==> src/rtl/cache_fill_arbiter_pkg.sv <==
// Shared types and constants for the two-client cache line-fill arbiter.
// Latency: n/a (package only).
// Backpressure: n/a (package only).
package cache_fill_pkg;

   localparam int ADDR_HI_DEF   = 25;
   localparam int BURST_LEN_DEF = 4;

   typedef logic [2:0] state_t;
   localparam state_t ST_IDLE     = 3'd0;
   localparam state_t ST_ISSUE    = 3'd1;
   localparam state_t ST_WAITDATA = 3'd2;
   localparam state_t ST_BURST    = 3'd3;
   localparam state_t ST_RELEASE  = 3'd4;

   localparam logic GNT_C0 = 1'b0;
   localparam logic GNT_C1 = 1'b1;

   // A lone requester wins outright; on a tie the client not served last time wins
   function automatic logic rr_pick(input logic [1:0] req, input logic last);
      logic g;
      g = ~last;
      if (req == 2'b01) g = GNT_C0;
      if (req == 2'b10) g = GNT_C1;
      return g;
   endfunction

endpackage

==> src/rtl/cache_fill_arbiter_if.sv <==
// Bundles both cache fill ports, the SDRAM burst-read port and status flags.
// Latency: n/a (wiring only).
// Backpressure: n/a; master = arbiter, slave = caches plus SDRAM controller.
interface cache_fill_arbiter_if #(parameter int ADDR_HI = 25);
   logic               c0_req;
   logic [ADDR_HI:1]   c0_addr;
   logic               c0_fill;
   logic [15:0]        c0_data;
   logic               c1_req;
   logic [ADDR_HI:1]   c1_addr;
   logic               c1_fill;
   logic [15:0]        c1_data;
   logic               sdram_req;
   logic [ADDR_HI:1]   sdram_addr;
   logic               sdram_ack;
   logic               sdram_valid;
   logic [15:0]        sdram_data;
   logic               busy;
   logic               proto_err;

   modport master (
      input  c0_req, c0_addr, c1_req, c1_addr, sdram_ack, sdram_valid, sdram_data,
      output c0_fill, c0_data, c1_fill, c1_data, sdram_req, sdram_addr, busy, proto_err
   );

   modport slave (
      output c0_req, c0_addr, c1_req, c1_addr, sdram_ack, sdram_valid, sdram_data,
      input  c0_fill, c0_data, c1_fill, c1_data, sdram_req, sdram_addr, busy, proto_err
   );
endinterface

==> src/rtl/cache_fill_arbiter_rr_arb2.sv <==
// Two-input round-robin picker; remembers the last grant, ties go to the other client.
// Latency: combinational grant, last-grant register updates on the enable strobe.
// Backpressure: none; caller decides when a grant is taken via gnt_en_i.
module rr_arb2
   import cache_fill_pkg::*;
(
   input  logic       clk,
   input  logic       reset_n,
   input  logic [1:0] req_i,
   input  logic       gnt_en_i,
   output logic       gnt_o,
   output logic       gnt_vld_o
);

   logic last_q;

   // Reset to client 1 so client 0 wins the first tie
   always_ff @(posedge clk or negedge reset_n) begin
      if (!reset_n)      last_q <= GNT_C1;
      else if (gnt_en_i) last_q <= gnt_o;
   end

   // Grant choice for the current request pattern
   always_comb begin
      gnt_o     = rr_pick(req_i, last_q);
      gnt_vld_o = |req_i;
   end

endmodule

==> src/rtl/cache_fill_arbiter.sv <==
// Shares one SDRAM burst-read port between two caches; optional stats via CACHE_FILL_STATS_EN.
// Latency: one cycle from sdram_valid/sdram_data to the granted client's fill/data.
// Backpressure: none on beats; request held by the cache until its fill, released one cycle after the burst.
module cache_fill_arbiter
   import cache_fill_pkg::*;
#(
   parameter int ADDR_HI   = ADDR_HI_DEF,
   parameter int BURST_LEN = BURST_LEN_DEF
)(
   input  logic clk,
   input  logic reset_n,
   cache_fill_arbiter_if.master bus
`ifdef CACHE_FILL_STATS_EN
   ,
   input  logic        stat_clr,
   output logic [15:0] stat_fills0,
   output logic [15:0] stat_fills1,
   output logic [23:0] stat_stall
`endif
);

   localparam int BW = $clog2(BURST_LEN);
   localparam logic [BW-1:0] BEAT_LAST = BW'(BURST_LEN - 1);

   state_t           state_q, state_d;
   logic             grant_q, grant_d;
   logic             sdram_req_q, sdram_req_d;
   logic [ADDR_HI:1] sdram_addr_q, sdram_addr_d;
   logic             fill0_q, fill0_d, fill1_q, fill1_d;
   logic [15:0]      data0_q, data0_d, data1_q, data1_d;
   logic             busy_q, busy_d;
   logic             err_q, err_d;
   logic [BW-1:0]    beat_q, beat_d;
   logic             grant_c, gnt_vld_c, arb_en;

   rr_arb2 u_arb (
      .clk       (clk),
      .reset_n   (reset_n),
      .req_i     ({bus.c1_req, bus.c0_req}),
      .gnt_en_i  (arb_en),
      .gnt_o     (grant_c),
      .gnt_vld_o (gnt_vld_c)
   );

   // State and all registered outputs
   always_ff @(posedge clk or negedge reset_n) begin
      if (!reset_n) begin
         state_q      <= ST_IDLE;
         grant_q      <= GNT_C0;
         sdram_req_q  <= 1'b0;
         sdram_addr_q <= '0;
         fill0_q      <= 1'b0;
         fill1_q      <= 1'b0;
         data0_q      <= '0;
         data1_q      <= '0;
         busy_q       <= 1'b0;
         err_q        <= 1'b0;
         beat_q       <= '0;
      end else begin
         state_q      <= state_d;
         grant_q      <= grant_d;
         sdram_req_q  <= sdram_req_d;
         sdram_addr_q <= sdram_addr_d;
         fill0_q      <= fill0_d;
         fill1_q      <= fill1_d;
         data0_q      <= data0_d;
         data1_q      <= data1_d;
         busy_q       <= busy_d;
         err_q        <= err_d;
         beat_q       <= beat_d;
      end
   end

   // Next-state: issue, wait for the first beat, count the rest, then one release cycle
   always_comb begin
      state_d = state_q;
      case (state_q)
         ST_IDLE:     if (gnt_vld_c) state_d = ST_ISSUE;
         ST_ISSUE:    if (bus.sdram_ack) state_d = ST_WAITDATA;
         ST_WAITDATA: if (bus.sdram_valid) state_d = ST_BURST;
         ST_BURST:    if (bus.sdram_valid && beat_q == BEAT_LAST) state_d = ST_RELEASE;
         ST_RELEASE:  state_d = ST_IDLE;
         default:     state_d = ST_IDLE;
      endcase
   end

   // Output next-values: latch grant/address, steer beats, flag gaps inside a burst
   always_comb begin
      arb_en       = 1'b0;
      grant_d      = grant_q;
      sdram_req_d  = sdram_req_q;
      sdram_addr_d = sdram_addr_q;
      fill0_d      = 1'b0;
      fill1_d      = 1'b0;
      data0_d      = data0_q;
      data1_d      = data1_q;
      err_d        = err_q;
      beat_d       = beat_q;
      case (state_q)
         ST_IDLE: begin
            if (gnt_vld_c) begin
               arb_en       = 1'b1;
               grant_d      = grant_c;
               sdram_req_d  = 1'b1;
               sdram_addr_d = grant_c ? bus.c1_addr : bus.c0_addr;
            end
         end
         ST_ISSUE: begin
            if (bus.sdram_ack) sdram_req_d = 1'b0;
         end
         ST_WAITDATA: begin
            if (bus.sdram_valid) begin
               if (grant_q) begin
                  data1_d = bus.sdram_data;
                  fill1_d = 1'b1;
               end else begin
                  data0_d = bus.sdram_data;
                  fill0_d = 1'b1;
               end
               beat_d = BW'(1);
            end
         end
         ST_BURST: begin
            // The cache samples on fixed cycles, so every cycle is forwarded even if not valid
            if (grant_q) data1_d = bus.sdram_data;
            else         data0_d = bus.sdram_data;
            if (bus.sdram_valid) beat_d = beat_q + BW'(1);
            else                 err_d  = 1'b1;
         end
         ST_RELEASE: begin
            beat_d = '0;
         end
         default: ;
      endcase
      busy_d = (state_d != ST_IDLE);
   end

   assign bus.sdram_req  = sdram_req_q;
   assign bus.sdram_addr = sdram_addr_q;
   assign bus.c0_fill    = fill0_q;
   assign bus.c1_fill    = fill1_q;
   assign bus.c0_data    = data0_q;
   assign bus.c1_data    = data1_q;
   assign bus.busy       = busy_q;
   assign bus.proto_err  = err_q;

`ifdef CACHE_FILL_STATS_EN
   logic [15:0] fills0_q, fills1_q;
   logic [23:0] stall_q;
   logic        served0_q, served1_q;
   logic        pending;

   // A request is stalled from assertion until its first fill beat reaches the cache
   assign pending = (bus.c0_req & ~served0_q & ~fill0_q) | (bus.c1_req & ~served1_q & ~fill1_q);

   // Saturating grant and stall counters with synchronous clear
   always_ff @(posedge clk or negedge reset_n) begin
      if (!reset_n) begin
         fills0_q  <= '0;
         fills1_q  <= '0;
         stall_q   <= '0;
         served0_q <= 1'b0;
         served1_q <= 1'b0;
      end else begin
         served0_q <= bus.c0_req & (served0_q | fill0_q);
         served1_q <= bus.c1_req & (served1_q | fill1_q);
         if (stat_clr) begin
            fills0_q <= '0;
            fills1_q <= '0;
            stall_q  <= '0;
         end else begin
            if (arb_en && !grant_c && fills0_q != 16'hFFFF) fills0_q <= fills0_q + 16'd1;
            if (arb_en &&  grant_c && fills1_q != 16'hFFFF) fills1_q <= fills1_q + 16'd1;
            if (pending && stall_q != 24'hFFFFFF)           stall_q  <= stall_q + 24'd1;
         end
      end
   end

   assign stat_fills0 = fills0_q;
   assign stat_fills1 = fills1_q;
   assign stat_stall  = stall_q;
`endif

endmodule

==> src/flat_wrapper.sv <==
// flat-port wrapper written by rule: the top's interface ports become plain ports
module cache_fill_arbiter_flat import cache_fill_pkg::*;
#(
   parameter int ADDR_HI   = ADDR_HI_DEF,
   parameter int BURST_LEN = BURST_LEN_DEF
)
  (clk, reset_n, bus_c0_req, bus_c0_addr, bus_c1_req, bus_c1_addr, bus_sdram_ack, bus_sdram_valid, bus_sdram_data, bus_c0_fill, bus_c0_data, bus_c1_fill, bus_c1_data, bus_sdram_req, bus_sdram_addr, bus_busy, bus_proto_err);
  cache_fill_arbiter_if #(.ADDR_HI(ADDR_HI)) bus_i ();
  input  logic clk;
  input  logic reset_n;
  input wire logic [$bits(bus_i.c0_req)-1:0] bus_c0_req;
  input wire logic [$bits(bus_i.c0_addr)-1:0] bus_c0_addr;
  input wire logic [$bits(bus_i.c1_req)-1:0] bus_c1_req;
  input wire logic [$bits(bus_i.c1_addr)-1:0] bus_c1_addr;
  input wire logic [$bits(bus_i.sdram_ack)-1:0] bus_sdram_ack;
  input wire logic [$bits(bus_i.sdram_valid)-1:0] bus_sdram_valid;
  input wire logic [$bits(bus_i.sdram_data)-1:0] bus_sdram_data;
  output wire logic [$bits(bus_i.c0_fill)-1:0] bus_c0_fill;
  output wire logic [$bits(bus_i.c0_data)-1:0] bus_c0_data;
  output wire logic [$bits(bus_i.c1_fill)-1:0] bus_c1_fill;
  output wire logic [$bits(bus_i.c1_data)-1:0] bus_c1_data;
  output wire logic [$bits(bus_i.sdram_req)-1:0] bus_sdram_req;
  output wire logic [$bits(bus_i.sdram_addr)-1:0] bus_sdram_addr;
  output wire logic [$bits(bus_i.busy)-1:0] bus_busy;
  output wire logic [$bits(bus_i.proto_err)-1:0] bus_proto_err;
  assign bus_i.c0_req = bus_c0_req;
  assign bus_i.c0_addr = bus_c0_addr;
  assign bus_i.c1_req = bus_c1_req;
  assign bus_i.c1_addr = bus_c1_addr;
  assign bus_i.sdram_ack = bus_sdram_ack;
  assign bus_i.sdram_valid = bus_sdram_valid;
  assign bus_i.sdram_data = bus_sdram_data;
  assign bus_c0_fill = bus_i.c0_fill;
  assign bus_c0_data = bus_i.c0_data;
  assign bus_c1_fill = bus_i.c1_fill;
  assign bus_c1_data = bus_i.c1_data;
  assign bus_sdram_req = bus_i.sdram_req;
  assign bus_sdram_addr = bus_i.sdram_addr;
  assign bus_busy = bus_i.busy;
  assign bus_proto_err = bus_i.proto_err;
  cache_fill_arbiter #(.ADDR_HI(ADDR_HI), .BURST_LEN(BURST_LEN)) u_core (.clk(clk), .reset_n(reset_n), .bus(bus_i));
endmodule
==> config.mk <==
export PLATFORM = sky130hd
export DESIGN_NAME = cache_fill_arbiter_flat
export DESIGN_NICKNAME = d
export VERILOG_FILES = /design/src/rtl/cache_fill_arbiter_pkg.sv /design/src/rtl/cache_fill_arbiter_if.sv /design/src/rtl/cache_fill_arbiter_rr_arb2.sv /design/src/rtl/cache_fill_arbiter.sv /design/src/flat_wrapper.sv
export SDC_FILE = /design/constraint.sdc
export NUM_CORES = 1
export LEC_CHECK = 0
export CAP_MARGIN = 40
export CELL_PAD_IN_SITES_DETAIL_PLACEMENT = 1
export CELL_PAD_IN_SITES_GLOBAL_PLACEMENT = 2
export CORE_MARGIN = 4
export CORE_UTILIZATION = 25
export DETAILED_ROUTE_END_ITERATION = 16
export HOLD_SLACK_MARGIN = 0.15
export PLACE_DENSITY = 0.82
export SLEW_MARGIN = 20
export SYNTH_ARGS = -nofsm -noshare
export SYNTH_HDL_FRONTEND = slang
export SYNTH_HIERARCHICAL = 1
export SYNTH_SLANG_ARGS = --single-unit
==> constraint.sdc <==
create_clock -name clk -period 2.4 [get_ports clk]
set_clock_uncertainty 0.1 [all_clocks]
set_input_delay 0.24 -clock clk [delete_from_list [all_inputs] [get_ports clk]]
set_output_delay 0.24 -clock clk [all_outputs]
set_load 0.01 [all_outputs]
# Yosys cells after proc, flatten, opt, wreduce, memory -nomap -nowiden
# Cells that the tools add are included.
[totals]
register_bits = 69
output_inout_bits = 62
wordCells = 66
[op_classes]
addsub = 1
n_eq_ne = 11
muxes = 28
bitwise = 2
reduce_logical = 12
[ops]
columns = ["operator", "count"]
rows = [
  ["2-to-1 mux 16 bit", 4],
  ["one-hot mux 16 bit (2 select lines)", 2],
  ["2-to-1 mux 25 bit", 1],
  ["2-to-1 mux 1 bit", 12],
  ["2-to-1 mux 3 bit", 4],
  ["one-hot mux 3 bit (4 select lines)", 1],
  ["equality test 3 x 2 -> 1 bit, second input constant", 2],
  ["inequality test 2 bit, second input constant", 3],
  ["one-hot mux 2 bit (3 select lines)", 1],
  ["AND reduction 2 bit", 3],
  ["AND reduction 3 bit", 2],
  ["nonzero test 3 bit", 2],
  ["equality test 2 bit, second input constant", 2],
  ["2-to-1 mux 2 bit", 2],
  ["nonzero test 2 bit", 2],
  ["equality test 3 x 1 -> 1 bit, second input constant", 1],
  ["equality test 3 bit, second input constant", 1],
  ["logical NOT 3 bit", 1],
  ["adder 2 x 1 -> 2 bit, second input constant", 1],
  ["equality test 2 x 1 -> 1 bit, second input constant", 1],
  ["inequality test 2 x 1 -> 1 bit, second input constant", 1],
  ["NOT 1 bit", 2],
  ["one-hot mux 1 bit (2 select lines)", 1],
  ["OR reduction 2 bit", 1],
  ["logical AND 1 bit", 1],
]

# Depth between registers and ports, before layout
[depth]
depth_word = 5
ltp_mapped = 6
ltp_nobuf = 4

# Hierarchy
# Netlist, hierarchy kept.
[by_module_without_submodules]
columns = ["mod", "instances", "cells_per_inst", "area_each_um2", "seq_area_each_um2"]
rows = [
  ["cache_fill_arbiter", 1, 225, 2875.3, 1701.6],
  ["rr_arb2", 1, 9, 78.8, 26.3],
]

# Worst setup path after synthesis
# Ideal clock, no wire load.
[synth_path]
path_kind = "reg2reg"
from = "reg u_core.state_q[2]"
to = "reg u_core.u_arb.last_q"
setup_ps = 73
t_arrival_ps = 1612
setup_slack_ps = 615
stages_incl_launch_ff = 6
path_cell_list = "dfrtp_1 buf_2 nor4b_4 buf_2 or3b_1 a21oi_1"
[synth_between]
elab_chain_cells = 2
[synth_lines]
columns = ["element", "line_no", "text"]
rows = [
  ["start, declared", "cache_fill_arbiter.sv:25", "state_t state_q, state_d;"],
  ["start signal, assigned", "cache_fill_arbiter.sv:60", "state_q <= state_d;"],
  ["logical NOT 3 bit", "cache_fill_arbiter.sv:99", "case (state_q)"],
  ["2-to-1 mux 1 bit", "cache_fill_arbiter.sv:99", ""],
  ["named net u_core.arb_en", "cache_fill_arbiter.sv:34", "logic grant_c, gnt_vld_c, arb_en;"],
  ["end signal, assigned", "cache_fill_arbiter_rr_arb2.sv:20", "else if (gnt_en_i) last_q <= gnt_o;"],
  ["end, declared", "cache_fill_arbiter_rr_arb2.sv:15", "logic last_q;"],
]
# The timed path passes the listed nets, and every way through them passes these cells.
# A chain may end at the register's enable or synchronous reset.

# Worst setup path after layout
[layout_path]
from = "reg u_core.state_q[1]"
to = "reg u_core.data0_q[9] (netlist: u_core/bus.c0_data[9])"
[layout_between]
elab_chain_cells = 3
[layout_lines]
columns = ["element", "line_no", "text"]
rows = [
  ["equality test 3 x 2 -> 1 bit", "cache_fill_arbiter.sv:99", ""],
  ["inequality test 2 bit (no source line) or nonzero test 2 bit (tied branches)", "-", ""],
  ["AND reduction 2 bit (no source line)", "-", ""],
  ["end signal, assigned", "cache_fill_arbiter.sv:66", "data0_q <= data0_d;"],
  ["end, declared", "cache_fill_arbiter.sv:30", "logic [15:0] data0_q, data0_d, data1_q, data1_d;"],
]
# Several ways; a longest one is shown, not always the timed one.

==> results_dict.tcl <==
set metrics [dict create \
    syn_area_mm2 0.00295 \
    grt_max_degree 51 \
    critical-path-max-stage-delay_ns 0.65 \
    gp_congestion 0.756 \
    core_mm2 0.0115 \
    fin_crit_sh_pct 76.4 \
    first_pass_iters 4 \
    clockBufferDepth 2 \
    crit_path_end_kind "register" \
    antenna_found_initial 0 \
    htreeDepth 3 \
    path_clk_slew_ns 0.05 \
    placement.io_buffers 133 \
    synth_area_leaders "dfrtp_1 (58%), mux2_2 (12%), mux2i_1 (8.8%)" \
    peakVddDrop_uv 539 \
    grtUsageTotal_pct 12.2 \
    overflow 0 \
    grt_pass1_wl_um 12900 \
    power.density_mw_per_mm2 1350 \
    synth_cells 234 \
    synth_seq_cells 69 \
    setup_tns_ns 0 \
    synthesis.nets 307 \
    maxSlewHeadroom_pct 67.0 \
    crit_slowest_cell "dfrtp_1" \
    yosysTopAreaCellShare_pct 57.6 \
    max_freq_ghz 0.546 \
    wl_um 8200 \
    placed_area_mm2 0.00447 \
    ys_types 35 \
    ant_nets 0 \
    synth_top_area_cell "dfrtp_1" \
    cts_sinks 69 \
    diodes 0 \
    hpwl_um 6280 \
    fin_crit_ns 1.83 \
    grt_pass1_vias 2599 \
    setup_violations 0 \
    required_ns 2.50 \
    rsz0062_at_grt "false" \
    vias 2357 \
    critical_path.max_fanout 16 \
    crit_type "reg2reg" \
    final_area_mm2 0.00490 \
    drt_iter0_markers 53 \
    worstPathCellList "nor4b_4 > buf_4 > mux2_2" \
    wl_per_cell_um 15.7 \
    worstMarginPinSlew_ns 0.496 \
    dieArea_mm2 0.0136 \
    cp.arrival_ns 1.93 \
    ys_seq_area_share_pct 58.5 \
    clk_latency_ns 0.32 \
    dieWidth_um 117 \
    power_leakage_nw 2.04 \
    rows 39 \
    hp-class "in2async" \
    start_kind "register" \
    area_delta_synth_final_pct 65.8 \
    viasPerCell 4.52 \
    cts_root_buffer "clkbuf_16" \
    hold_viol 0 \
    max_cap_viol_count 0 \
    nNetsFinal 446 \
    maxSlewViolCount 0 \
    cts_buffers 9 \
    initial_core_util_pct 25.7 \
    syn_area_per_cell_um2 12.6 \
    io-pin-count 134 \
    cts_tree "built" \
    cts_resized 0 \
    drive_gt1_share_pct 16.4 \
    drc 0 \
    die_h_um 117 \
    yosysWarnings 6 \
    status "complete, no violations" \
]
-- per-stage QoR --
| step | total power, W | std cells | setup WS, ns | util [%] | hold slack [ns] |
|---|---|---|---|---|---|
| after global placement | 0.00489 | 503 | 0.367 | 38.8 | 0.251 |
| final | 0.00663 | 521 | 0.567 | 42.5 | 0.178 |
| after global routing | 0.00706 | 521 | 0.434 | 42.5 | 0.181 |
| after detailed placement | 0.00498 | 503 | 0.321 | 38.8 | 0.260 |
| after floorplan | 0.00347 | 234 | 0.615 | - | -0.156 |
| after CTS | 0.00675 | 520 | 0.545 | 42.4 | 0.405 |
-- synthesized netlist by cell type --
library cell and count:
o32ai_1 1, o21a_1 1, clkbuf_1 4, a21oi_1 31, and4b_1 1, ha_1 1, inv_1 1, a22o_1 1
buf_6 2, mux2_1 1, nand4bb_1 1, or2_2 1, a211o_1 1, buf_2 6, nor3b_1 1, nor3_1 1
nor2b_1 2, or3b_1 1, nor4b_4 2, and3_2 1, nand3b_1 2, buf_4 1, mux2i_1 26, nor2_1 31
nor4bb_1 1, and2_1 1, dfstp_2 1, nand2_1 5, o2bb2ai_1 1, nand3_1 1, dfrtp_1 68, o31ai_1 1
buf_1 1, nand2b_1 1, mux2_2 32
-- sequential cells by signal, summed over array words and instances (netlist names), 2 cells and up --
register / count
u_core/beat_q: 2
u_core/bus.c0_data: 16
u_core/bus.c1_data: 16
u_core/bus.sdram_addr: 25
u_core/state_q: 3
-- worst paths after layout --
path                                      start                         to  slack [ns]  depth (start not counted)
max                           u_core/state_q[1]      u_core/bus.c0_data[9]        0.57                          3
min                                     reset_n  u_core/bus.sdram_addr[19]        0.18                          2
max reg2reg                   u_core/state_q[1]      u_core/bus.c0_data[9]        0.57                          3
min reg2reg                u_core/bus.proto_err       u_core/bus.proto_err        0.39                          2
max in group asynchronous               reset_n   u_core/bus.sdram_addr[2]        1.36                          4
min in group clk           u_core/bus.proto_err       u_core/bus.proto_err        0.39                          2
-- critical path: cells and delay by family, from the launching register on --
kind,cells,cell delay (ns)
DFF,1,0.65
buffers and inverters,1,0.30
and+or+nand+nor,1,0.29
muxes,1,0.37
-- layer usage --
metal	vias up	GRT usage (%)	wire [µm]
li1	1100	-	-
met5	-	0	0
met1	1161	14.8	3390
met2	80	20.4	4050
met4	0	6.19	254
met3	16	2.54	509
-- power by group --
group          leakage [nW]  internal, W  switching, W  total (W)
clock                 0.189      0.00125      0.000476    0.00173
combinational          1.06      0.00167       0.00115    0.00282
sequential            0.787      0.00173      0.000346    0.00208
-- placed cells by master, fill, tap and decap left out, drive strengths merged --
cell type      netlist  final
a211o                1      1
a21oi               31     31
a22o                 1      1
and2                 1      1
and3                 1      1
and4b                1      1
buf                 10      9
bufinv               0      5
clkbuf               4     10
clkdlybuf4s50        0    132
clkinvlp             0      1
dfrtp               68     68
dfstp                1      1
dlygate4sd3          0      1
ha                   1      1
inv                  1      1
mux2                33     33
mux2i               26     26
nand2                5      5
nand2b               1      1
nand3                1      1
nand3b               2      2
nand4bb              1      1
nor2                31     31
nor2b                2      2
nor3                 1      1
nor3b                1      1
nor4b                2      2
nor4bb               1      1
o21a                 1      1
o2bb2ai              1      1
o31ai                1      1
o32ai                1      1
or2                  1      1
or3b                 1      1
-- cells by family after synthesis --
group	share of synthesized area (%)
AO/OA/AOI/OAI	6.95
adder cells (fa/ha/maj)	0.423
buffers and inverters	2.80
flip-flops	58.5
multiplexers	21.4
AND/OR/NAND/NOR	9.95
-- layout make-up --
class	instances	area, µm²
Clock buffer	10	239
Clock inverter	6	158
Fill cell	1235	6620
Inverter	1	3.75
Multi-Input combinational cell	150	1140
Sequential cell	69	1730
Tap cell	143	179
Timing Repair Buffer	142	1450
-- what timing repair did --
item,in CTS,in global routing
hold endpoints to repair,30,0
hold buffers,1,0
setup buffers,0,0
No activity file was read; power rests on OpenSTA's default activity.
